===== src/rtl/traffic_pkg.sv =====
// Shared definitions for the traffic-signal controller family: light codes,
// controller phase encoding and a constant-evaluable ceil(log2) helper.
package traffic_pkg;

  localparam logic [2:0] LT_GREEN  = 3'b001;
  localparam logic [2:0] LT_YELLOW = 3'b010;
  localparam logic [2:0] LT_RED    = 3'b100;

  typedef enum logic [1:0] {
    ALLRED = 2'b00,
    GREEN  = 2'b01,
    YELLOW = 2'b10
  } phase_t;

  function automatic int clog2(input int value);
    int r;
    r = 0;
    while ((32'd1 << r) < 32'(value)) begin
      r = r + 1;
    end
    return r;
  endfunction

endpackage


===== src/rtl/tl_rr_select.sv =====
// Cyclic-priority search: returns the first set bit of req starting at index
// start and wrapping, so the bit just before start is examined last.
module tl_rr_select
  import traffic_pkg::*;
#(
  parameter int N = 4,
  parameter int W = clog2(N)
) (
  input  logic [N-1:0] req,
  input  logic [W-1:0] start,
  output logic         found,
  output logic [W-1:0] idx
);

  logic [2*N-1:0] dbl_s;
  logic [N-1:0]   rot_s;
  logic [W-1:0]   off_s;
  logic [W:0]     sum_s;

  assign dbl_s = {req, req};
  assign rot_s = N'(dbl_s >> start);

  // Lowest set offset in the rotated vector; the descending loop lets it win.
  always_comb begin
    found = 1'b0;
    off_s = '0;
    for (int k = N - 1; k >= 0; k--) begin
      found = found | rot_s[k];
      off_s = rot_s[k] ? W'(k) : off_s;
    end
  end

  assign sum_s = {1'b0, start} + {1'b0, off_s};
  assign idx   = (sum_s >= (W+1)'(N)) ? W'(sum_s - (W+1)'(N)) : sum_s[W-1:0];

endmodule


===== src/rtl/trafficlight_nway_ctrl.sv =====
// Demand-actuated N-approach signal controller: round-robin service with
// skip, gap-out, all-red clearance and emergency pre-emption, timed on tick.
module trafficlight_nway_ctrl
  import traffic_pkg::*;
#(
  parameter  int N_APP     = 4,
  parameter  int CNT_W     = 8,
  parameter  int GREEN_T   = 7,
  parameter  int MIN_GREEN = 3,
  parameter  int YELLOW_T  = 2,
  parameter  int ALLRED_T  = 1,
  localparam int DW        = clog2(N_APP)
) (
  input  logic               clk,
  input  logic               rst,
  input  logic               tick,
  input  logic [N_APP-1:0]   demand,
  input  logic               emerg_req,
  input  logic [DW-1:0]      emerg_dir,
  output logic [3*N_APP-1:0] lights,
  output logic [DW-1:0]      active_dir,
  output logic [1:0]         phase
);

  phase_t           phase_r;
  logic [DW-1:0]    dir_r;
  logic [CNT_W-1:0] cnt_r;

  logic [DW-1:0]    start_s;
  logic [DW-1:0]    next_dir_s;
  logic [DW-1:0]    rr_idx_s;
  logic             rr_found_s;
  logic [N_APP-1:0] own_s;
  logic             emerg_vld_s;
  logic             emerg_here_s;
  logic             emerg_other_s;
  logic             gap_s;
  logic             green_done_s;

  assign start_s = (dir_r == DW'(N_APP - 1)) ? '0 : dir_r + DW'(1'b1);
  assign own_s   = N_APP'(1'b1) << dir_r;

  // Out-of-range directions (possible when N_APP is not a power of two) are ignored.
  assign emerg_vld_s   = emerg_req & ({1'b0, emerg_dir} < (DW+1)'(N_APP));
  assign emerg_here_s  = emerg_vld_s & (emerg_dir == dir_r);
  assign emerg_other_s = emerg_vld_s & (emerg_dir != dir_r);

  assign gap_s = (cnt_r >= CNT_W'(MIN_GREEN - 1)) & ~(|(demand & own_s))
               & (|(demand & ~own_s));
  assign green_done_s = (cnt_r == CNT_W'(GREEN_T - 1));

  tl_rr_select #(
    .N (N_APP),
    .W (DW)
  ) u_rr_select (
    .req   (demand),
    .start (start_s),
    .found (rr_found_s),
    .idx   (rr_idx_s)
  );

  // Next approach to serve: emergency first, then demand search, then fixed rotation.
  always_comb begin
    next_dir_s = start_s;
    if (emerg_vld_s) begin
      next_dir_s = emerg_dir;
    end else if (rr_found_s) begin
      next_dir_s = rr_idx_s;
    end else begin
      next_dir_s = start_s;
    end
  end

  // Phase sequencer and phase timer; everything advances only on tick.
  always_ff @(posedge clk or negedge rst) begin
    if (!rst) begin
      phase_r <= ALLRED;
      cnt_r   <= '0;
      dir_r   <= DW'(N_APP - 1);
    end else if (tick) begin
      case (phase_r)
        ALLRED: begin
          if (cnt_r == CNT_W'(ALLRED_T - 1)) begin
            phase_r <= GREEN;
            cnt_r   <= '0;
            dir_r   <= next_dir_s;
          end else begin
            cnt_r <= cnt_r + CNT_W'(1'b1);
          end
        end
        GREEN: begin
          if (emerg_here_s) begin
            cnt_r <= cnt_r;
          end else if (green_done_s || gap_s || emerg_other_s) begin
            phase_r <= YELLOW;
            cnt_r   <= '0;
          end else begin
            cnt_r <= cnt_r + CNT_W'(1'b1);
          end
        end
        YELLOW: begin
          if (cnt_r == CNT_W'(YELLOW_T - 1)) begin
            phase_r <= ALLRED;
            cnt_r   <= '0;
          end else begin
            cnt_r <= cnt_r + CNT_W'(1'b1);
          end
        end
        default: begin
          phase_r <= ALLRED;
          cnt_r   <= '0;
        end
      endcase
    end else begin
      cnt_r <= cnt_r;
    end
  end

  // Light decode: only the active approach ever leaves red.
  always_comb begin
    lights = {N_APP{LT_RED}};
    for (int i = 0; i < N_APP; i++) begin
      if (dir_r == DW'(i)) begin
        case (phase_r)
          GREEN:   lights[3*i +: 3] = LT_GREEN;
          YELLOW:  lights[3*i +: 3] = LT_YELLOW;
          default: lights[3*i +: 3] = LT_RED;
        endcase
      end else begin
        lights[3*i +: 3] = LT_RED;
      end
    end
  end

  assign active_dir = dir_r;
  assign phase      = phase_r;

endmodule


===== config.mk =====
export PLATFORM = sky130hd
export DESIGN_NAME = trafficlight_nway_ctrl
export DESIGN_NICKNAME = d
export VERILOG_FILES = /design/src/rtl/traffic_pkg.sv /design/src/rtl/tl_rr_select.sv /design/src/rtl/trafficlight_nway_ctrl.sv
export SDC_FILE = /design/constraint.sdc
export NUM_CORES = 1
export LEC_CHECK = 0
export ABC_AREA = 1
export BUFFER_PORTS_ARGS = -buffer_cell sky130_fd_sc_hd__buf_4
export CAP_MARGIN = 40
export CELL_PAD_IN_SITES_DETAIL_PLACEMENT = 1
export CELL_PAD_IN_SITES_GLOBAL_PLACEMENT = 2
export CORE_ASPECT_RATIO = 0.8
export CORE_MARGIN = 8
export CORE_UTILIZATION = 32
export DETAILED_ROUTE_END_ITERATION = 12
export GPL_TIMING_DRIVEN = 0
export MAX_ROUTING_LAYER = met4
export PLACE_DENSITY = 0.87
export SLEW_MARGIN = 20
export SYNTH_ARGS = -nofsm -noshare
export SYNTH_HDL_FRONTEND = slang
export SYNTH_SLANG_ARGS = --single-unit

===== constraint.sdc =====
create_clock -name clk -period 3.54 [get_ports clk]
set_input_delay 0.885 -clock clk [delete_from_list [all_inputs] [get_ports clk]]
set_output_delay 0.885 -clock clk [all_outputs]
set_load 0.005 [all_outputs]

Word level (Yosys, flattened, before mapping). Index checks and enable logic that the tools add are counted.

Bits in registers: 12. Latch bits: 0. RAM bits: 0. Bits in read-only memories: 0. Input bits: 10. Output and inout bits: 16. Logic and storage cells: 68. Memories: 0.

Add/sub/neg operators: 4. $mul: 0. Divide/modulo/power cells: 0. Order comparisons: 2. Equality and inequality tests: 13. Shift-type cells: 2. Multiplexer cells: 23. Bitwise gates (word level): 11. Reductions and logical operators: 10.

Operators by type and width (count): 8-bit 2-to-1 mux (4); 2-bit 2-to-1 mux (12); 8-bit case mux with 3 select lines (1); 3-bit 2-to-1 mux (4); 8-bit by 1-bit adder with 8-bit output, second input constant (1); 4-bit AND (2); 8-bit by 1-bit == test with 1-bit output, second input constant (1); 8-bit by 3-bit == test with 1-bit output, second input constant (1); 8-bit by 2-bit >= comparator with 1-bit output, second input constant (1); 8-bit zero test (1); 2-bit != test, second input constant (4); 4-bit OR reduction (2); 8-bit by 2-bit >> shifter with 4-bit output (1); 2-bit == test, second input constant (3); 2-bit case mux with 3 select lines (1); 3-bit case mux with 2 select lines (1); 5-bit AND reduction (1); 1-bit AND (4); 2-bit by 1-bit == test with 1-bit output, second input constant (2); 2-bit zero test (2); 4-bit inverter (1); 1-bit by 2-bit << shifter with 4-bit output, first input constant (1); 2-bit by 2-bit adder with 3-bit output (1); 3-bit >= comparator, second input constant (1); 9 further kinds (12).

Logic depth before layout (Yosys ltp). Gate-level depths: netlist (run 1).

Depth in word-level cells: 12. Depth in mapped cells: 16. Mapped depth without buffers: 15.

By module. A second synthesis (run 1) with hierarchy kept.

Cells, all modules: 204. Area, all modules: 1306.3 um2.

Modules (own cells, without submodules): trafficlight_nway_ctrl (instances 1, cells each 169, area an instance 1141.1 um2); tl_rr_select (instances 1, cells each 35, area an instance 165.2 um2).

Worst setup path after synthesis (run 1). Ideal clock, no wire load.

Path type: reg2reg. From: reg dir_r[0], in the netlist active_dir[0]. To: reg dir_r[0], in the netlist active_dir[0]. Arrival: 2.080 ns. Data required time: 3.453 ns. Path slack: 1.373 ns. Stages on the path, launching flop included: 12. Path through: dfstp_2 -> buf_6 -> inv_2 -> ha_1 -> inv_1 -> nand3_1 -> nand2_1 -> nand3_1 -> a21boi_0 -> ha_1 -> a211oi_1 -> o22ai_1.

Word-level cells in the longest chain between the ends: 12.

Ends and longest elaborated chain: start: declaration (line trafficlight_nway_ctrl.sv:26) `logic [DW-1:0] dir_r;`; start signal: assignment (line trafficlight_nway_ctrl.sv:79) `dir_r <= DW'(N_APP - 1);`; start signal: assignment (line trafficlight_nway_ctrl.sv:86) `dir_r <= next_dir_s;`; 2-bit by 1-bit adder with 2-bit output or 2-bit == test (tied branches) (line trafficlight_nway_ctrl.sv:40) `assign start_s = (dir_r == DW'(N_APP - 1)) ? '0 : dir_r + DW'(1'b1);`; 2-bit 2-to-1 mux * (line trafficlight_nway_ctrl.sv:40); 8-bit by 2-bit >> shifter with 4-bit output (line tl_rr_select.sv:21) `assign rot_s = N'(dbl_s >> start);`; 2-bit 2-to-1 mux (4 in series) (line tl_rr_select.sv:29) `off_s = rot_s[k] ? W'(k) : off_s;`; 2-bit by 2-bit adder with 3-bit output (line tl_rr_select.sv:33) `assign sum_s = {1'b0, start} + {1'b0, off_s};`; 3-bit >= comparator or 2-bit by 1-bit subtractor with 2-bit output (tied branches) (line tl_rr_select.sv:34) `assign idx = (sum_s >= (W+1)'(N)) ? W'(sum_s - (W+1)'(N)) : sum_s[W-1:0];`; 2-bit 2-to-1 mux (line tl_rr_select.sv:34); 2-bit 2-to-1 mux * (line trafficlight_nway_ctrl.sv:67) `end else if (rr_found_s) begin`; 2-bit 2-to-1 mux * (line trafficlight_nway_ctrl.sv:65) `if (emerg_vld_s) begin`.

Every way passes the cells marked *; elsewhere a longest branch is shown, timed or not. A chain may end at the register's enable or synchronous reset.

Worst setup path after layout (run 1).
From: reg dir_r[0], in the netlist active_dir[0]. To: reg dir_r[1], in the netlist active_dir[1].

The elaborated chain is that of the path after synthesis.

==> results.txt, run 1 <==
* Placer Congestion: 0.822
* Aggregate routed wire length: 3590 µm
* Cells after synthesis: 177
- For this configuration, the core starts out at a cell density of 32.8%.
- Count of cells resized by post-cts repair: 0
* CTS Sinks: 12
- 0 antenna diodes ended up in the layout.
- The flow ran to the end, and the final reports show no timing, DRC or antenna violations.
- Setup repair after global routing left no endpoint under its margin.
- Of all flip-flops after synthesis, the portion carrying an async set or reset was 100%.
- For this block, the initial DRC count from the detailed router was 72.
- Post-detailed-route wirelength per cell: 14.3 µm
- For the worst setup path, the data arrival time is 2.69 ns.
- For this block, the via count after detailed routing is 1,210.
* Synth Warn #: 0
- In the layout the commonest cells are 57 x sky130_fd_sc_hd__nand2_1, 25 x sky130_fd_sc_hd__buf_4, 23 x sky130_fd_sc_hd__inv_1, 16 x sky130_fd_sc_hd__nand3_1, 14 x sky130_fd_sc_hd__ha_1.
- The total overflow left after global routing is 0.
- At the pin with the least slew margin, the transition time is 0.253 ns.
* Lkg Pwr: 0.836 nW
- In the finished design, the share of the clock period the worst path needs comes to 71.0%.
- On the final layout, the worst clock skew is 0.00365 ns.
* Placement Cell Area: 1460 µm²
- Largest net degree at the start of global routing: 13
- Portion of total power attributed to combinational logic: 67.9%
- Maximum root-to-sink buffer count: 2
* FF+latch count, synth: 12
* Count of max-cap constraint violations: 0
- The net count of the finished layout is 231.
- Number of buffers inserted to repair setup after CTS: 0
- Net switching is 49.1% of the power.
* Critical Path Start Type: register
* Fin area: 1520 µm²
- Type of the worst min-delay path: input port to asynchronous set/reset pin
* Mapped cell area: 1220 µm²
- Type of the setup path with the least slack: register to register
* Critical path endpoint category: register
- Proportion of layout cells with a drive suffix above 1: 25.7%
- TritonCTS built the clock tree.
- Cell-internal power: 604 µW
- Core box area: 3730 µm²
- Setup violations remaining at the end of the flow were counted as 0.
- The number of different library cells used by synthesis comes to 28.
* Antenna violations before repair: 0
- The clock network is responsible for 12.8% of the overall power.
- Net count after synthesis: 201
- Synthesized area per cell: 6.90 µm²
* Remaining routing DRC violations: 0
- Total count of hold-check failures in the final report: 0
* Relative slew slack: 83.0%
- Counting I/O delays and the setup requirement, the final critical path takes 2.51 ns.
- For this design the total switching power over the nets is 583 µW.
* Number of port buffers: 25
- In this run the remaining antenna-violating nets after routing total 0.
* Routed via count divided by cell count: 4.84
- Layout overhead on the synthesized area: 24.4%
* Dpl hpwl: 2960 µm
- The floorplan step set the die height to 71.3 µm.
- Post-CTS Hold Buffers: 0
- The most used flip-flop cell after synthesis is sky130_fd_sc_hd__dfrtp_1.
- For this run, the total global-route usage over all layers was measured as 12.4%.
- Number of levels the H-tree was split into: 1
- The via count of the first global-routing pass is 1,243.
- Measured along the x axis, the die boundary spans 85.1 µm.
* Site row count: 20
- The die covers 6060 µm².
- Most common cell after layout, fill and taps aside: sky130_fd_sc_hd__nand2_1
- Pwr dens: 781 nW/µm²
- Summing the sequential cell areas from Yosys gives 24.8% of the chip area.
- Number of enable-type register cells in the synthesized netlist: 0
- Clock-pin slew was measured on the worst setup and hold paths at 0.06 ns.
- Clock tree synthesis selected as its root buffer the cell sky130_fd_sc_hd__clkbuf_8.
- Clock latency on the worst-skew pair: 0.24 ns
- Share of power burned in registers: 19.3%
* Worst EP required: 3.72 ns
- Along the worst path, the maximum fanout reaches 8.
* Num ports: 26
* Max-slew violations: 0
- Fmax: 0.398 GHz
- The first global-routing pass estimated 5980 µm of wire.
- Peak ir drop on the vdd network: 0.000391 V
- Total clock buffers created by CTS: 3
- Drt first pass iters: 5
* Final-layout setup total negative slack: 0 ns
-- flip-flops by register name (all words and copies together), names as in the netlist --
name	flops
active_dir	2
cnt_r	8
phase	2
-- per-stage QoR --
stage          total power, mW  cells  hold slack, ns  utilization, %  worst slack, ns
2_1_floorplan            0.762    177           0.493               -             1.37
3_3_place_gp             0.994    246           0.512            39.3             1.14
3_5_place_dp              1.03    246           0.522            39.3             1.04
4_1_cts                   1.20    250           0.479            40.7             1.02
5_1_grt                   1.31    250           0.483            40.7            0.795
6_report                  1.19    250           0.474            40.7             1.03
-- critical path, stage by stage (launching register included) --
cell and delay, ns:
sky130_fd_sc_hd__dfstp_2 0.57, sky130_fd_sc_hd__buf_6 0.15, sky130_fd_sc_hd__inv_2 0.08, sky130_fd_sc_hd__ha_1 0.39
sky130_fd_sc_hd__inv_1 0.19, sky130_fd_sc_hd__nand3_1 0.10, sky130_fd_sc_hd__nand2_1 0.10, sky130_fd_sc_hd__nand3_1 0.07
sky130_fd_sc_hd__a21boi_0 0.17, sky130_fd_sc_hd__ha_1 0.21, sky130_fd_sc_hd__nor2_1 0.05, sky130_fd_sc_hd__nand2_1 0.07
sky130_fd_sc_hd__nand2_1 0.07, sky130_fd_sc_hd__nand2_1 0.06, sky130_fd_sc_hd__nand3_1 0.07, sky130_fd_sc_hd__nand2_1 0.06
sky130_fd_sc_hd__nand2_1 0.05
-- area by class of cell --
cell class,instances,area (µm²)
buffer,1,11.3
multi-input combinational,138,810
fill,483,2210
clock buffer,4,55.1
inverter,26,97.6
tap,44,55.1
sequential,12,303
timing repair buffer,25,188
-- cells in the mapped netlist, types with 2 or more instances --
master                    number  area share (%)
sky130_fd_sc_hd__dfstp_2       2             4.3
sky130_fd_sc_hd__o21ai_0       4             1.6
sky130_fd_sc_hd__nor2_1       13             4.0
sky130_fd_sc_hd__nand2_1      57              18
sky130_fd_sc_hd__ha_1         14              14
sky130_fd_sc_hd__nand3_1      16             6.6
sky130_fd_sc_hd__xor2_1        3             2.2
sky130_fd_sc_hd__o21ai_2       6             4.3
sky130_fd_sc_hd__nand4_1       3             1.5
sky130_fd_sc_hd__inv_2         3            0.92
sky130_fd_sc_hd__inv_1        23             7.1
sky130_fd_sc_hd__nand3_2       2             1.6
sky130_fd_sc_hd__nor3_1        2            0.82
sky130_fd_sc_hd__nor2_2        4             2.0
sky130_fd_sc_hd__nand2_4       2             1.8
sky130_fd_sc_hd__xnor2_1       2             1.4
sky130_fd_sc_hd__dfrtp_1      10              20
-- cells by family after synthesis --
logic type / synth area share, %
buffers and inverters: 8.91
xor gates and xnor gates: 4.92
AOI/OAI and AO/OA: 9.43
adders and majority gates: 14.3
and+or+nand+nor: 37.6
DFF: 24.8
-- final timing paths --
check | slack [ns] | from | depth (start not counted) | to
max in group asynchronous | 2.83 | rst | 1 | active_dir[1]
worst max register to register | 1.03 | active_dir[0] | 16 | active_dir[1]
worst max-delay path | 1.03 | active_dir[0] | 16 | active_dir[1]
worst min-delay path | 0.47 | rst | 1 | cnt_r[4]
worst min register to register | 0.53 | active_dir[1] | 2 | active_dir[1]
min in group clk | 0.53 | active_dir[1] | 2 | active_dir[1]
-- metal layers --
| layer | routed length (µm) | global-route usage, % | part of all wire [%] |
|---|---|---|---|
| met2 | 1560 | 18.9 | 44 |
| met1 | 1780 | 16.3 | 50 |
| met3 | 211 | 3.31 | 5.9 |
| met4 | 25 | 1.77 | 0.70 |
| met5 | 0 | - | 0 |
-- power by group through the flow --
stage                     sequential [mW]  clock, mW  combinational, mW
after floorplan                     0.221          0              0.541
after global placement              0.228          0              0.766
after detailed placement            0.232          0              0.800
after CTS                           0.230      0.158              0.808
after global routing                0.235      0.163              0.912
final                               0.229      0.152              0.806
No activity file was read; power rests on OpenSTA's default activity.
==> run 2: changes to the inputs <==
--- a/config.mk
+++ b/config.mk
@@ -12,11 +12,11 @@
 export CELL_PAD_IN_SITES_GLOBAL_PLACEMENT = 2
 export CORE_ASPECT_RATIO = 0.8
 export CORE_MARGIN = 8
-export CORE_UTILIZATION = 32
+export CORE_UTILIZATION = 29
 export DETAILED_ROUTE_END_ITERATION = 12
 export GPL_TIMING_DRIVEN = 0
 export MAX_ROUTING_LAYER = met4
-export PLACE_DENSITY = 0.87
+export PLACE_DENSITY = 0.8
 export SLEW_MARGIN = 20
 export SYNTH_ARGS = -nofsm -noshare
 export SYNTH_HDL_FRONTEND = slang
==> constraint.sdc (replaced) <==
create_clock -name clk -period 2.48 [get_ports clk]
set_input_delay 0.62 -clock clk [delete_from_list [all_inputs] [get_ports clk]]
set_output_delay 0.62 -clock clk [all_outputs]
set_load 0.005 [all_outputs]
==> run 2 against run 1 <==
  * Non-clock buffer count is the same
  * Setup slack lost 0.77 ns
  * Combinational power up 45%
  * First-iteration DRC count is 72% lower
  * Utilization down 3.5 points
  * Wire length is 5.6% lower
  * Total power up 41%
  * Die area increased by 8.2%
  * Fmax increased by 13%
  * Global-route usage is 0.94 points lower
  * Largest power group unchanged
==> results.txt, run 2 (synthesis gave the netlist of run 1 again) <==
- The root buffer selected by CTS is sky130_fd_sc_hd__clkbuf_8 (unchanged).
* Most frequent cells in the layout: 57 x sky130_fd_sc_hd__nand2_1, 25 x sky130_fd_sc_hd__buf_4, 22 x sky130_fd_sc_hd__inv_1, 16 x sky130_fd_sc_hd__nand3_1 (was 57 x sky130_fd_sc_hd__nand2_1, 25 x sky130_fd_sc_hd__buf_4, 23 x sky130_fd_sc_hd__inv_1, 16 x sky130_fd_sc_hd__nand3_1, 14 x sky130_fd_sc_hd__ha_1)
- Outcome: complete, no violations (unchanged).
- Filler-free cell count of the finished design: 263 (was 250)
- Launching instance or port of the critical path: active_dir[0] (unchanged)
- The overall track demand over capacity in global routing is 11.4% (was 12.4%).
- Largest net degree at the start of global routing: 13 (unchanged)
- The clock net sink count was 12 (unchanged).
- Minimum clock period: 2.22 ns (was 2.51 ns)
- Routed via count divided by cell count: 4.49 (was 4.84)
- The average wire per cell in the routed design came to 12.9 µm (was 14.3 µm).
- The power per cell area is 1090 nW/µm² (was 781 nW/µm²).
- The end-of-flow core utilization came to 37.3% (was 40.7%).
* Total clock buffers created by CTS: 3 (unchanged)
- Worst path max stage delay: 0.56 ns (was 0.57 ns)
- Count of vias placed by the detailed router: 1,180 (was 1,210)
* Site row count: 21 (was 20)
* Die outline height: 74.0 µm (was 71.3 µm)
- The number of routed nets with antenna violations was 0 (unchanged).
- Least-Margin Pin Slew: 0.227 ns (was 0.253 ns)
- CP Cell Sequence: buf_6 -> inv_2 -> ha_4 -> inv_2 -> nand3_1 -> nand2_1 -> nand3_1 -> a21boi_1 -> ha_1 -> nor2_1 -> nand2_1 -> nand2_1 -> nand2_1 -> nand3_1 -> nand2_1 -> nand2_1 (was buf_6 -> inv_2 -> ha_1 -> inv_1 -> nand3_1 -> nand2_1 -> nand3_1 -> a21boi_0 -> ha_1 -> nor2_1 -> nand2_1 -> nand2_1 -> nand2_1 -> nand3_1 -> nand2_1 -> nand2_1).
- The dominant cell type by count on the critical path is sky130_fd_sc_hd__nand2_1 (unchanged).
- Worst EP required: 2.65 ns (was 3.72 ns)
- Global route overflow: 0 (unchanged)
- The largest register by flop count was cnt_r (unchanged).
- The number of flip-flops in the largest register came to 8 (unchanged).
* Fmax: 0.451 GHz (was 0.398 GHz)
- Cell Count Post-Placement: 259 (was 246)
- The net count reported at finish is 231 (unchanged).
* Antenna violations before repair: 0 (unchanged)
- The via count of the first global-routing pass is 1,220 (was 1,243).
- The number of primary I/O pins is 26 (unchanged).
* Count of max-cap constraint violations: 0 (unchanged)
- The width of the die came to 88.6 µm (was 85.1 µm).
- The antenna diode instance count is 0 (unchanged).
- The final hold slack was 0.214 ns (was 0.474 ns).
* Placer Congestion: 0.765 (was 0.822)
- Least setup slack across all paths after layout: 0.261 ns (was 1.03 ns)
* Critical Path Start Type: register (unchanged)
- The number of max-slew violations in the final report is 0 (unchanged).
- The number of detailed-route iterations in the first pass came to 4 (was 5).
* Layout overhead on the synthesized area: 25.9% (was 24.4%)
- Post-CTS Hold Buffers: 0 (unchanged)
- The number of buffers added on ports was 25 (unchanged).
- TritonCTS clock tree: done (unchanged)
- The maximum clock skew at final layout is 0.00164 ns (was 0.00365 ns).
- Dpl hpwl: 2850 µm (was 2960 µm)
- Total count of hold-check failures in the final report: 0 (unchanged)
- The die area was 6560 µm² (was 6060 µm²).
* RSZ-0062 raised after global routing: false (unchanged)
* Number of levels the H-tree was split into: 1 (unchanged)
* Iteration-0 DRC count of the detailed router: 20 (was 72)
- The fraction of final layout cells sized beyond drive strength 1 came to 26.2% (was 25.7%).
- Type of the setup path with the least slack: register to register (unchanged)
* Worst R2R Start: active_dir[0] (unchanged)
- The class of the worst hold path is input port to asynchronous set/reset pin (unchanged).
- The final period utilization was 89.5% (was 71.0%).
- The wire length of the first global-routing pass was 5910 µm (was 5980 µm).
- Peak ir drop on the vdd network: 0.000455 V (was 0.000391 V)
- Core box area: 4130 µm² (was 3730 µm²)
- The initial core utilization came to 29.6% (was 32.8%).
- Critical path endpoint category: register (unchanged)
- Clock-pin slew reported for the worst setup and hold paths after clock tree synthesis: 0.05 ns (was 0.06 ns)
- The biggest fanout along the worst timing path was 8 (unchanged).
- Most common cell after layout, fill and taps aside: sky130_fd_sc_hd__nand2_1 (unchanged)
- The final number of setup-violating endpoints came to 0 (unchanged).
- Cell with the largest stage delay on the worst path: sky130_fd_sc_hd__dfstp_2 (unchanged)
- The leakage power figure was 0.830 nW (was 0.836 nW).
- The data arrival time at the worst-slack endpoint was 2.39 ns (was 2.69 ns).
- The normalized max-slew margin is 84.8% (was 83.0%).
- Aggregate routed wire length: 3380 µm (was 3590 µm)
- The layout filler cell count is 539 (was 483).
- Remaining routing DRC violations: 0 (unchanged)
* Clock latency on the worst-skew pair: 0.24 ns (about the same)
- The number of buffers on the longest clock path came to 2 (unchanged).
- The post-placement worst setup slack was -0.00248 ns (was 1.04 ns).
==> run 2: cell counts in the layout (fill, tap and decap cells not counted) <==
Identical to the previous run, type by type.
==> run 2: worst max-delay path: cells and delay by family, from the launching register on <==
| family | cells | cell delay [ns] |
|---|---|---|
| adders and majority gates | 2 | 0.48 |
| and+or+nand+nor | 10 | 0.64 |
| AOI/OAI and AO/OA | 1 | 0.14 |
| DFF | 1 | 0.56 |
| buffers and inverters | 3 | 0.32 |
==> run 2: metrics by stage <==
| step | cell area (µm²) | power [mW] | setup TNS, ns |
|---|---|---|---|
| after floorplan | 1220 | 1.09 | 0 |
| after global placement | 1480 | 1.41 | 0 |
| after detailed placement | 1480 | 1.46 | -0.00248 |
| after CTS | 1530 | 1.66 | 0 |
| after global routing | 1540 | 1.86 | 0 |
| final | 1540 | 1.67 | 0 |
==> run 2: final cells by class <==
cell class              instances  area (µm²)  area share, %
well taps                      57        71.3           4.64
flip-flops and latches         12         303           19.7
plain buffers                   1        11.3          0.732
clock buffers                   4        45.0           2.93
repair buffers                 25         188           12.2
inverters                      26        97.6           6.35
multi-input cells             138         822           53.5
==> run 2: per-layer routing <==
metal	part of all wire, %	vias to the layer above	GRT usage (%)
met5	0	-	-
met4	0	0	1.68
li1	-	612	-
met2	48	9	18.9
met1	49	559	14.5
met3	2.3	0	1.99
==> run 2: timing repair <==
action	4_1_cts	5_1_grt
hold endpoints to repair	0	0
setup endpoints to repair	2	2
setup buffers	0	0
gates cloned	0	0
gates resized for setup	1	3
==> run 2: power by group <==
part | switching [mW] | internal [mW]
Clock | 0.0694 | 0.113
Sequential | 0.0723 | 0.254
Combinational | 0.667 | 0.499
==> run 2: path summary, 6_finish.rpt <==
kind / to / slack, ns / cells after the start
worst max register to register: active_dir[1] / 0.26 / 16
worst max-delay path: active_dir[1] / 0.26 / 16
worst min-delay path: phase[1] / 0.21 / 1
worst min register to register: active_dir[1] / 0.53 / 2
max in group asynchronous: active_dir[1] / 2.04 / 1
min in group clk: active_dir[1] / 0.53 / 2
==> run 3: changes to the inputs <==
--- a/config.mk
+++ b/config.mk
@@ -8,15 +8,15 @@
 export ABC_AREA = 1
 export BUFFER_PORTS_ARGS = -buffer_cell sky130_fd_sc_hd__buf_4
 export CAP_MARGIN = 40
-export CELL_PAD_IN_SITES_DETAIL_PLACEMENT = 1
-export CELL_PAD_IN_SITES_GLOBAL_PLACEMENT = 2
+export CELL_PAD_IN_SITES_DETAIL_PLACEMENT = 0
+export CELL_PAD_IN_SITES_GLOBAL_PLACEMENT = 1
 export CORE_ASPECT_RATIO = 0.8
 export CORE_MARGIN = 8
-export CORE_UTILIZATION = 29
+export CORE_UTILIZATION = 38
 export DETAILED_ROUTE_END_ITERATION = 12
 export GPL_TIMING_DRIVEN = 0
 export MAX_ROUTING_LAYER = met4
-export PLACE_DENSITY = 0.8
+export PLACE_DENSITY = 0.81
 export SLEW_MARGIN = 20
 export SYNTH_ARGS = -nofsm -noshare
 export SYNTH_HDL_FRONTEND = slang
==> run 3 against run 2 <==
  * Total power is 3.1% lower
  * Critical path type unchanged
  * Design area decreased by 2.3%
  * Highest routed layer unchanged
  * Clock-buffer cell count shrank 1
  * Clock power shrank 3%
  * First-iteration DRC count grew to 2.7 times the previous value
  * Utilization increased by 11 points
  * Largest cell class unchanged
  * Die area fell by 19%
  * Critical endpoint is now active_dir[0]
  * Critical path depth down 5
  * Wire length down 11%
==> results.txt, run 3 (synthesis gave the netlist of run 1 again) <==
- The time the final worst path needs with I/O delays and setup was 2.33 ns (was 2.22 ns).
- The count of standard-cell rows is 18 (was 21).
- The root buffer selected by CTS is sky130_fd_sc_hd__clkbuf_8 (unchanged).
* Remaining routing DRC violations: 0 (unchanged)
- Largest net degree at the start of global routing: 13 (unchanged)
* Critical Path Start Type: register (unchanged)
- Dpl hpwl: 2460 µm (was 2850 µm)
* Clock latency on the worst-skew pair: 0.24 ns (about the same)
- Critical path endpoint category: register (unchanged)
- The final number of setup-violating endpoints was 0 (unchanged).
- The most frequent standard cell in the layout excluding fill and tap cells is sky130_fd_sc_hd__nand2_1 (unchanged).
* Least setup slack across all paths after layout: 0.146 ns (was 0.261 ns)
* Arrival @ worst endpoint: 2.49 ns (was 2.39 ns)
- The power per cell area is 1080 nW/µm² (was 1090 nW/µm²).
- Num ports: 26 (unchanged)
- The initial core utilization came to 39.6% (was 29.6%).
- The layout filler cell count is 305 (was 539).
* Iteration-0 DRC count of the detailed router: 54 (was 20)
* Core box area: 3090 µm² (was 4130 µm²)
* Antenna cells: 0 (unchanged)
* Multi-input logic area: 812 µm² (was 822 µm²)
- The width of the die is 79.4 µm (was 88.6 µm).
- Maximum fanout encountered on the critical timing path: 8 (unchanged)
- The number of detailed-route iterations in the first pass was 4 (unchanged).
- The post-placement worst setup slack came to 0.0545 ns (was -0.00248 ns).
- The total wire length after detailed routing came to 3020 µm (was 3380 µm).
- The sequential cell fraction of total power was 20.1% (was 19.5%).
- The number of placed cells counting well taps is 242 (was 259).
- Relative slew slack: 82.9% (was 84.8%)
* Total count of hold-check failures in the final report: 0 (unchanged)
- Post-detailed-route wirelength per cell: 12.3 µm (was 12.9 µm)
- Filler-free cell count of the finished design: 245 (was 263)
- The number of buffers created by CTS is 3 (unchanged).
- Lkg Pwr: 0.827 nW (was 0.830 nW)
- Outcome: complete, no violations (unchanged).
- The leftover overflow at the end of global routing came to 0 (unchanged).
- The proportion of total power due to net switching is 48.5% (was 48.3%).
- The number of buffers added on ports came to 25 (unchanged).
- Type of the worst min-delay path: input port to asynchronous set/reset pin (unchanged)
- The power consumption was 1.62 mW (was 1.67 mW).
- Fmax: 0.429 GHz (was 0.451 GHz)
- Die outline height: 66.7 µm (was 74.0 µm)
- Antenna violations before repair: 0 (unchanged)
- Type of the setup path with the least slack: register to register (unchanged)
- The combinational fraction of design power is 69.1% (was 69.6%).
* Detailed-route wire length on metal 1: 1520 µm (was 1670 µm)
* Area occupied by registers: 303 µm² (unchanged)
- Proportion of layout cells with a drive suffix above 1: 26.3% (was 26.2%)
- Number of levels the H-tree was split into: 1 (unchanged)
- The via count of the first global-routing pass came to 1,131 (was 1,220).
- Global-route usage over all layers: 12.3% (was 11.4%)
- Final #Nets: 231 (unchanged)
- DIE AREA: 5300 µm² (was 6560 µm²)
- Worst EP required: 2.64 ns (was 2.65 ns)
- Fin area: 1500 µm² (was 1540 µm²)
* Switching power summed over all nets: 787 µW (was 809 µW)
- Period utilisation layout: 94.1% (was 89.5%)
* Layout overhead on the synthesized area: 23.1% (was 25.9%)
* Global-route wire length before repair: 5180 µm (was 5910 µm)
- The uppermost signal routing layer after detailed routing was met3 (unchanged).
- Post-route ant nets: 0 (unchanged)
* Max-slew violations: 0 (unchanged)
- The setup TNS came to 0 ns (unchanged).
* Number of flip-flops in the largest register: 8 (unchanged)
- Worst setup slack for register-to-register paths: 0.15 ns (was 0.26 ns)
- The number of buffers on the longest clock path is 2 (unchanged).
- Worst Hold Slack: 0.214 ns (about the same)
- The total met2 wirelength after detailed routing is 1250 µm (was 1640 µm).
- Top reg by flops: cnt_r (unchanged)
- Count of vias placed by the detailed router: 1,165 (was 1,180)
* RSZ-0062 raised after global routing: false (unchanged)
- The length of routed met3 wiring came to 255 µm (was 77 µm).
* Clock-pin slew reported for the worst setup and hold paths after clock tree synthesis: 0.05 ns (about the same)
- Most frequent cells in the layout: 57 x sky130_fd_sc_hd__nand2_1, 25 x sky130_fd_sc_hd__buf_4, 22 x sky130_fd_sc_hd__inv_1, 16 x sky130_fd_sc_hd__nand3_1 (unchanged).
* Final setup skew: 0.00471 ns (was 0.00164 ns)
* Cell-internal power: 836 µW (was 866 µW)
- TritonCTS clock tree: done (unchanged)
* Placement Cell Area: 1460 µm² (was 1480 µm²)
* Clock network fraction of design power: 10.8% (was 10.9%)
- Count of max-cap constraint violations: 0 (unchanged)
* Share of the core filled with cells: 48.7% (was 37.3%)
- Number of buffers inserted to repair setup after CTS: 0 (unchanged)
* Placer Congestion: 0.918 (was 0.765)
* CTS Sinks: 12 (unchanged)
- The worst ir drop on vdd was 0.000498 V (was 0.000455 V).
* Least-Margin Pin Slew: 0.254 ns (was 0.227 ns)
* Routed via count divided by cell count: 4.76 (was 4.49)
==> run 3: cell count changes in the layout (fill, tap and decap cells not counted) <==
cell	change
sky130_fd_sc_hd__clkbuf_1	-1
sky130_fd_sc_hd__ha_2	+1
sky130_fd_sc_hd__a21boi_1	-1
sky130_fd_sc_hd__ha_4	-1
sky130_fd_sc_hd__a21boi_0	+1
==> run 3: worst max-delay path: stages (launching register included) <==
cell and delay [ns]:
sky130_fd_sc_hd__dfstp_2 0.57, sky130_fd_sc_hd__buf_6 0.15, sky130_fd_sc_hd__inv_2 0.08, sky130_fd_sc_hd__ha_2 0.34, sky130_fd_sc_hd__inv_2 0.12, sky130_fd_sc_hd__nand3_1 0.08, sky130_fd_sc_hd__nand2_1 0.08, sky130_fd_sc_hd__nand3_1 0.06
sky130_fd_sc_hd__a21boi_0 0.16, sky130_fd_sc_hd__ha_1 0.26, sky130_fd_sc_hd__a211oi_1 0.23, sky130_fd_sc_hd__o22ai_1 0.11
==> run 3: repair_timing <==
item	in CTS	in global routing
hold buffers	0	0
resized for setup	0	2
endpoints found under the setup margin	0	2
==> run 3: final cells by class <==
| class | count | area share (%) |
|---|---|---|
| multi-input cells | 138 | 54.0 |
| inverters | 26 | 6.49 |
| repair buffers | 25 | 12.5 |
| clock buffers | 3 | 2.75 |
| flip-flops and latches | 12 | 20.1 |
| well taps | 40 | 3.33 |
| plain buffers | 1 | 0.749 |
==> run 3: final timing paths <==
path	end	cells after the start	startpoint
worst max-delay path	active_dir[0]	11	active_dir[0]
worst min-delay path	cnt_r[6]	1	rst
worst max register to register	active_dir[0]	11	active_dir[0]
worst min register to register	active_dir[1]	2	active_dir[1]
max in group asynchronous	active_dir[1]	1	rst
min in group clk	active_dir[1]	2	active_dir[1]
==> run 3: per-layer routing <==
layer	up-vias	GRT usage [%]
met4	0	1.61
met1	520	15.6
met3	0	4.97
met5	-	-
met2	32	18.4
li1	613	-
==> run 3: power by group through the flow <==
stage	Combinational [mW]	Clock, mW	Sequential (mW)
6_report	1.12	0.176	0.326
5_1_grt	1.27	0.191	0.337
4_1_cts	1.11	0.181	0.327
3_5_place_dp	1.10	0	0.330
3_3_place_gp	1.08	0	0.327
2_1_floorplan	0.772	0	0.315
